==> src/rtl/note_voice_alloc_if.sv <==
// Keyboard message strobe in, per-voice tone-generator controls out.
// The scanner/bench side uses master, the allocator uses slave.
interface note_voice_alloc_if #(
    parameter int VOICES = 4
);
    logic                  clk_msg;
    logic [7:0]            msg;
    logic [VOICES*7-1:0]   voice_note;
    logic [VOICES-1:0]     voice_on;
    logic [VOICES-1:0]     voice_trig;
    logic                  voice_steal;
    logic                  msg_drop;

    modport master (
        output clk_msg,
        output msg,
        input  voice_note,
        input  voice_on,
        input  voice_trig,
        input  voice_steal,
        input  msg_drop
    );

    modport slave (
        input  clk_msg,
        input  msg,
        output voice_note,
        output voice_on,
        output voice_trig,
        output voice_steal,
        output msg_drop
    );
endinterface

==> src/rtl/note_voice_alloc.sv <==
// Polyphonic voice allocator: synchronises the slow key-scanner strobe, decodes
// note-on/off and assigns notes to voices with retrigger, free-slot and oldest-steal policy.
module note_voice_alloc #(
    parameter int VOICES = 4,
    parameter int AGE_W  = 3
) (
    input  logic              clk,
    input  logic              rst,
    note_voice_alloc_if.slave bus
);
    localparam int                 IDX_W   = $clog2(VOICES);
    localparam logic [AGE_W-1:0]   AGE_MAX = AGE_W'(VOICES - 1);

    typedef enum logic [1:0] {
        IDLE,
        LOOKUP,
        APPLY
    } state_t;

    state_t              state_q, state_d;

    logic                s1_q, s2_q, s3_q;
    logic                rise;

    logic [7:0]          msg_q, msg_d;
    logic [VOICES-1:0]   hit_q, hit_d;
    logic [IDX_W-1:0]    free_idx_q, free_idx_d;
    logic                free_ok_q, free_ok_d;
    logic [IDX_W-1:0]    old_idx_q, old_idx_d;

    logic [6:0]          note_q [VOICES];
    logic [6:0]          note_d [VOICES];
    logic [AGE_W-1:0]    age_q  [VOICES];
    logic [AGE_W-1:0]    age_d  [VOICES];
    logic [VOICES-1:0]   on_q, on_d;
    logic [VOICES-1:0]   trig_q, trig_d;
    logic                steal_q, steal_d;
    logic                drop_q, drop_d;

    logic [VOICES-1:0]   hit_c;
    logic [IDX_W-1:0]    free_idx_c;
    logic                free_ok_c;
    logic [IDX_W-1:0]    old_idx_c;
    logic [AGE_W-1:0]    best_age;
    logic                old_found;
    logic [IDX_W-1:0]    hit_lo;
    logic [IDX_W-1:0]    target;
    logic                write_note;
    logic                set_on;
    logic [VOICES*7-1:0] note_flat;

    function automatic logic [AGE_W-1:0] age_inc(input logic [AGE_W-1:0] a);
        return (a >= AGE_MAX) ? a : a + AGE_W'(1);
    endfunction

    // Edge detect one stage past the two-flop synchroniser
    assign rise = s2_q & ~s3_q;

    always_comb begin
        hit_c      = '0;
        free_idx_c = '0;
        free_ok_c  = 1'b0;
        old_idx_c  = '0;
        best_age   = '0;
        old_found  = 1'b0;
        for (int i = 0; i < VOICES; i++) begin
            if (on_q[i] && (note_q[i] == msg_q[6:0])) begin
                hit_c[i] = 1'b1;
            end
            if (on_q[i] && (!old_found || (age_q[i] > best_age))) begin
                old_found = 1'b1;
                best_age  = age_q[i];
                old_idx_c = IDX_W'(i);
            end
        end
        for (int i = VOICES - 1; i >= 0; i--) begin
            if (!on_q[i]) begin
                free_ok_c  = 1'b1;
                free_idx_c = IDX_W'(i);
            end
        end
    end

    always_comb begin
        hit_lo = '0;
        for (int i = VOICES - 1; i >= 0; i--) begin
            if (hit_q[i]) begin
                hit_lo = IDX_W'(i);
            end
        end
    end

    always_comb begin
        state_d    = state_q;
        msg_d      = msg_q;
        hit_d      = hit_q;
        free_idx_d = free_idx_q;
        free_ok_d  = free_ok_q;
        old_idx_d  = old_idx_q;
        note_d     = note_q;
        age_d      = age_q;
        on_d       = on_q;
        trig_d     = '0;
        steal_d    = 1'b0;
        drop_d     = 1'b0;
        target     = '0;
        write_note = 1'b0;
        set_on     = 1'b0;

        unique case (state_q)
            IDLE: begin
                if (rise) begin
                    msg_d   = bus.msg;
                    state_d = LOOKUP;
                end
            end
            LOOKUP: begin
                drop_d     = rise;
                hit_d      = hit_c;
                free_idx_d = free_idx_c;
                free_ok_d  = free_ok_c;
                old_idx_d  = old_idx_c;
                state_d    = APPLY;
            end
            APPLY: begin
                drop_d  = rise;
                state_d = IDLE;
                if (msg_q[7]) begin
                    if (|hit_q) begin
                        target = hit_lo;
                    end else if (free_ok_q) begin
                        target     = free_idx_q;
                        write_note = 1'b1;
                        set_on     = 1'b1;
                    end else begin
                        target     = old_idx_q;
                        write_note = 1'b1;
                        steal_d    = 1'b1;
                    end
                    // Ageing uses the pre-update gate so a freshly claimed voice starts at 0
                    for (int i = 0; i < VOICES; i++) begin
                        if (IDX_W'(i) == target) begin
                            trig_d[i] = 1'b1;
                            age_d[i]  = '0;
                            if (write_note) begin
                                note_d[i] = msg_q[6:0];
                            end
                            if (set_on) begin
                                on_d[i] = 1'b1;
                            end
                        end else if (on_q[i]) begin
                            age_d[i] = age_inc(age_q[i]);
                        end
                    end
                end else begin
                    for (int i = 0; i < VOICES; i++) begin
                        if (hit_q[i]) begin
                            on_d[i]  = 1'b0;
                            age_d[i] = '0;
                        end
                    end
                end
            end
            default: state_d = IDLE;
        endcase
    end

    // Sync chain presets high so a strobe already high at reset release is ignored
    always_ff @(posedge clk) begin
        if (rst) begin
            s1_q       <= 1'b1;
            s2_q       <= 1'b1;
            s3_q       <= 1'b1;
            state_q    <= IDLE;
            msg_q      <= '0;
            hit_q      <= '0;
            free_idx_q <= '0;
            free_ok_q  <= 1'b0;
            old_idx_q  <= '0;
            on_q       <= '0;
            trig_q     <= '0;
            steal_q    <= 1'b0;
            drop_q     <= 1'b0;
            for (int i = 0; i < VOICES; i++) begin
                note_q[i] <= '0;
                age_q[i]  <= '0;
            end
        end else begin
            s1_q       <= bus.clk_msg;
            s2_q       <= s1_q;
            s3_q       <= s2_q;
            state_q    <= state_d;
            msg_q      <= msg_d;
            hit_q      <= hit_d;
            free_idx_q <= free_idx_d;
            free_ok_q  <= free_ok_d;
            old_idx_q  <= old_idx_d;
            on_q       <= on_d;
            trig_q     <= trig_d;
            steal_q    <= steal_d;
            drop_q     <= drop_d;
            for (int i = 0; i < VOICES; i++) begin
                note_q[i] <= note_d[i];
                age_q[i]  <= age_d[i];
            end
        end
    end

    always_comb begin
        note_flat = '0;
        for (int i = 0; i < VOICES; i++) begin
            note_flat[7*i +: 7] = note_q[i];
        end
    end

    assign bus.voice_note  = note_flat;
    assign bus.voice_on    = on_q;
    assign bus.voice_trig  = trig_q;
    assign bus.voice_steal = steal_q;
    assign bus.msg_drop    = drop_q;
endmodule

==> src/flat_wrapper.sv <==
// flat-port wrapper written by rule: the top's interface ports become plain ports
module note_voice_alloc_flat 
#(
    parameter int VOICES = 4,
    parameter int AGE_W  = 3
)
  (clk, rst, bus_clk_msg, bus_msg, bus_voice_note, bus_voice_on, bus_voice_trig, bus_voice_steal, bus_msg_drop);
  note_voice_alloc_if #(.VOICES(VOICES)) bus_i ();
  input  logic clk;
  input  logic rst;
  input wire logic [$bits(bus_i.clk_msg)-1:0] bus_clk_msg;
  input wire logic [$bits(bus_i.msg)-1:0] bus_msg;
  output wire logic [$bits(bus_i.voice_note)-1:0] bus_voice_note;
  output wire logic [$bits(bus_i.voice_on)-1:0] bus_voice_on;
  output wire logic [$bits(bus_i.voice_trig)-1:0] bus_voice_trig;
  output wire logic [$bits(bus_i.voice_steal)-1:0] bus_voice_steal;
  output wire logic [$bits(bus_i.msg_drop)-1:0] bus_msg_drop;
  assign bus_i.clk_msg = bus_clk_msg;
  assign bus_i.msg = bus_msg;
  assign bus_voice_note = bus_i.voice_note;
  assign bus_voice_on = bus_i.voice_on;
  assign bus_voice_trig = bus_i.voice_trig;
  assign bus_voice_steal = bus_i.voice_steal;
  assign bus_msg_drop = bus_i.msg_drop;
  note_voice_alloc #(.VOICES(VOICES), .AGE_W(AGE_W)) u_core (.clk(clk), .rst(rst), .bus(bus_i));
endmodule
==> config.mk <==
export PLATFORM = sky130hd
export DESIGN_NAME = note_voice_alloc_flat
export DESIGN_NICKNAME = d
export VERILOG_FILES = /design/src/rtl/note_voice_alloc_if.sv /design/src/rtl/note_voice_alloc.sv /design/src/flat_wrapper.sv
export SDC_FILE = /design/constraint.sdc
export NUM_CORES = 1
export LEC_CHECK = 0
export CORE_ASPECT_RATIO = 1.4
export CORE_UTILIZATION = 30
export DETAILED_ROUTE_END_ITERATION = 8
export SYNTH_ARGS = -nofsm -noshare
export SYNTH_HDL_FRONTEND = slang
export SYNTH_SLANG_ARGS = --single-unit
==> constraint.sdc <==
create_clock -name clk -period 10.2 [get_ports clk]
set_input_delay 2.04 -clock clk [delete_from_list [all_inputs] [get_ports clk]]
set_output_delay 2.04 -clock clk [all_outputs]
set_load 0.005 [all_outputs]
==> impl_results.md <==
* Status: finished, final reports clean
* CTS tree: yes
* Layout fillers at 1193
* Ys Warns at 0
* Grt ovf at 0
* CP max-delay cell: o311ai_0
* Placer Congestion at 0.8298
* 1st-pass router iterations at 4
* Crit end category: register
* Area grow syn2layout at 21.73%
* Global-route usage over all layers at 15.33%
* Critical path cell sequence: nand2_1 > ha_1 > a21oi_1 > nand2_1 > a21o_1 > a32oi_1 > ha_1 > nor2b_1 > o21a_1 > o311ai_0 > mux2_2 > ha_1 > nor2b_1 > o21a_1 > o21a_1 > a311oi_1 > a211oi_1
* Die Area at 12860 µm²
* Cell variety after synth at 57
* Post-synth EDFFs at 0
* Main synth FF type: dfxtp_1
* Core area at 11940 µm²
* Crit path max-delay family: compound AO/OA/AOI/OAI gates
* Routed Wire Length at 9274 µm
* Reg clk slew, reported paths at 50 ps
* Largest net degree at the start of global routing at 63
* Remaining DRCs at 0
* Post-DR wirelength/cell at 15.46 µm
* Mapped cell area at 3720 µm²
* Highest cell delay on the worst timing path at 830 ps
* Ys async rst share at 0%
* Crit Path Class: register to register
* Endpoints failing setup at 0
* DR vias/cell at 5.223
* Synth area leaders: dfxtp_1, mux2i_1, ha_1
* Ant. Diodes at 0
* Post-CTS Hold Buffers at 0
* Area fraction of the dominant cell type after synthesis at 38.75%
* Count leader, synth: dfxtp_1
* Worst hold path class: register to register
* RSZ-0062 raised after global routing: no
* CP required at 10370 ps
* Total CTS buffers at 9
* Total vias in the final route at 3134
* Initial DRC count at 142
* Peak VDD IR at 77.66 µV
* Slew @ Worst Pin at 1033 ps
* Num ports at 49
* Max-Cap Viols at 0
* CP max FO at 13
* Synth cell count leaders: dfxtp_1, nor2_1, mux2i_1, nand2_1
* Register area share after synthesis at 38.75%
* Clk_skew at 3.590 ps
* Post-DRT Antenna Nets at 0
* Max-slew violations at 0
* Vias in the first global route at 3118
* Clock Root Buffer: clkbuf_16
* H-tree Lvls at 3
* Worst path bufs/invs at 0
* Core Rows at 47
* Dpl hpwl at 6815 µm
* Setup TNS at 0 ps
* Share of layout cells above drive strength 1 at 5.519%
* Period minus WS final at 4999 ps
* #FFs+latches synth at 72
* Fmax at 200.0 MHz
* Number of buffers added on ports at 48
* Final Cycle Share at 49.01%
* Initial antenna violation count at 0
* Mapped Nets at 450
* Footprint of the multi-input gates at 2076 µm²
* Die Height at 133.8 µm
* CTS-repair resized insts at 0
* Setup bufs post-CTS at 0
* Sequential Area at 1441 µm²
* Chip width at 96.11 µm
* Starting Density at 31.16%
* Leakage at 1.741 nW
* Maximum root-to-sink buffer count at 2
* Power, Total at 590.1 µW
* First-pass GRT wire length at 15070 µm
* Clk sinks at 72
* Worst EP arrival at 5170 ps
* Syn Inst Count at 418
* Pwr per Cell Area at 130.3 nW/µm²
* Nature of the critical path startpoint: register
* Post-Syn Area per Cell at 8.899 µm²
* NumNets Final at 483
* Final Hold Viols at 0
* Clk_lat worst skew at 330 ps
* Max-Slew Margin vs Limit at 30.27%
* Area leader, netlist: dfxtp_1
## power breakdown
part / leakage, nW / total (mW) / switching (mW) / internal [mW]
Clock: 0.130 / 0.283 / 0.110 / 0.173
Sequential: 0.581 / 0.287 / 0.00345 / 0.283
Combinational: 1.03 / 0.0204 / 0.0118 / 0.00856
Total: 1.74 / 0.590 / 0.125 / 0.465
## worst paths after layout
check / start / to / slack (ps) / cells past startpoint
max: u_core.bus.voice_on[0] / u_core.old_idx_q[1] / 5200 / 17
min: u_core.s1_q / u_core.s2_q / 410 / 1
max reg2reg: u_core.bus.voice_on[0] / u_core.old_idx_q[1] / 5200 / 17
min reg2reg: u_core.s1_q / u_core.s2_q / 410 / 1
## metrics by stage
step | instances | util [%] | hold WS [ps] | setup WS (ps) | instance area (µm²)
2_1_floorplan | 418 | - | 389.5 | 5732 | 3720
3_3_place_gp | 587 | 35.74 | 397.0 | 5513 | 4267
3_5_place_dp | 587 | 35.74 | 399.5 | 5215 | 4267
4_1_cts | 600 | 37.93 | 414.7 | 5222 | 4528
5_1_grt | 600 | 37.93 | 427.8 | 4853 | 4528
6_report | 600 | 37.93 | 413.5 | 5201 | 4528
## cells by family after synthesis
logic type      synth area share [%]
compound gates                 14.80
flops                          38.75
mux                            10.16
xor+xnor                       6.593
buf+inv                        5.449
simple gates                   17.19
fa+ha+maj                      7.064
## registers in the layout, indices dropped and copies added, names as in the netlist
signal,count
u_core.age_q,12
u_core.bus.msg_drop,1
u_core.bus.voice_note,28
u_core.bus.voice_on,4
u_core.bus.voice_steal,1
u_core.bus.voice_trig,4
u_core.free_idx_q,2
u_core.free_ok_q,1
u_core.hit_q,4
u_core.msg_q,8
u_core.old_idx_q,2
u_core.s1_q,1
u_core.s2_q,1
u_core.s3_q,1
u_core.state_q,2
## cell type report
class / count / area share [%]
clock inverters: 1 / 0.1105
clock buffers: 12 / 5.665
well taps: 147 / 4.062
multi-input cells: 297 / 45.84
inverters: 22 / 1.824
flip-flops and latches: 72 / 31.83
repair buffers: 49 / 10.67
## per-layer routing
| layer | vias up | global-route usage, % | part of all wire [%] |
|---|---|---|---|
| met1 | 1501 | 17.11 | 42 |
| met2 | 70 | 26.40 | 51 |
| met4 | 0 | 8.872 | 3.8 |
| met3 | 23 | 2.968 | 3.4 |
| li1 | 1540 | - | - |
| met5 | - | 0 | 0 |
## placed cells by master (no fill, tap or decap), drive strengths merged, types with 3 or more instances in the layout
cell type	Yosys	layout
dfxtp	72	72
nor2	47	47
clkdlybuf4s50	0	47
mux2i	31	31
nand2	27	27
ha	21	21
inv	20	20
a21oi	20	20
xnor2	20	20
nand3	19	19
o21ai	14	14
clkbuf	21	12
nor3	8	8
xor2	8	8
nor4	7	7
mux2	6	6
a31oi	5	5
nand4	5	5
o21a	4	4
a211oi	4	4
a32o	3	3
nor2b	3	3
o21bai	3	3
or3	3	3
a22o	3	3
clkinv	2	3
No activity file was read; power rests on OpenSTA's default activity.
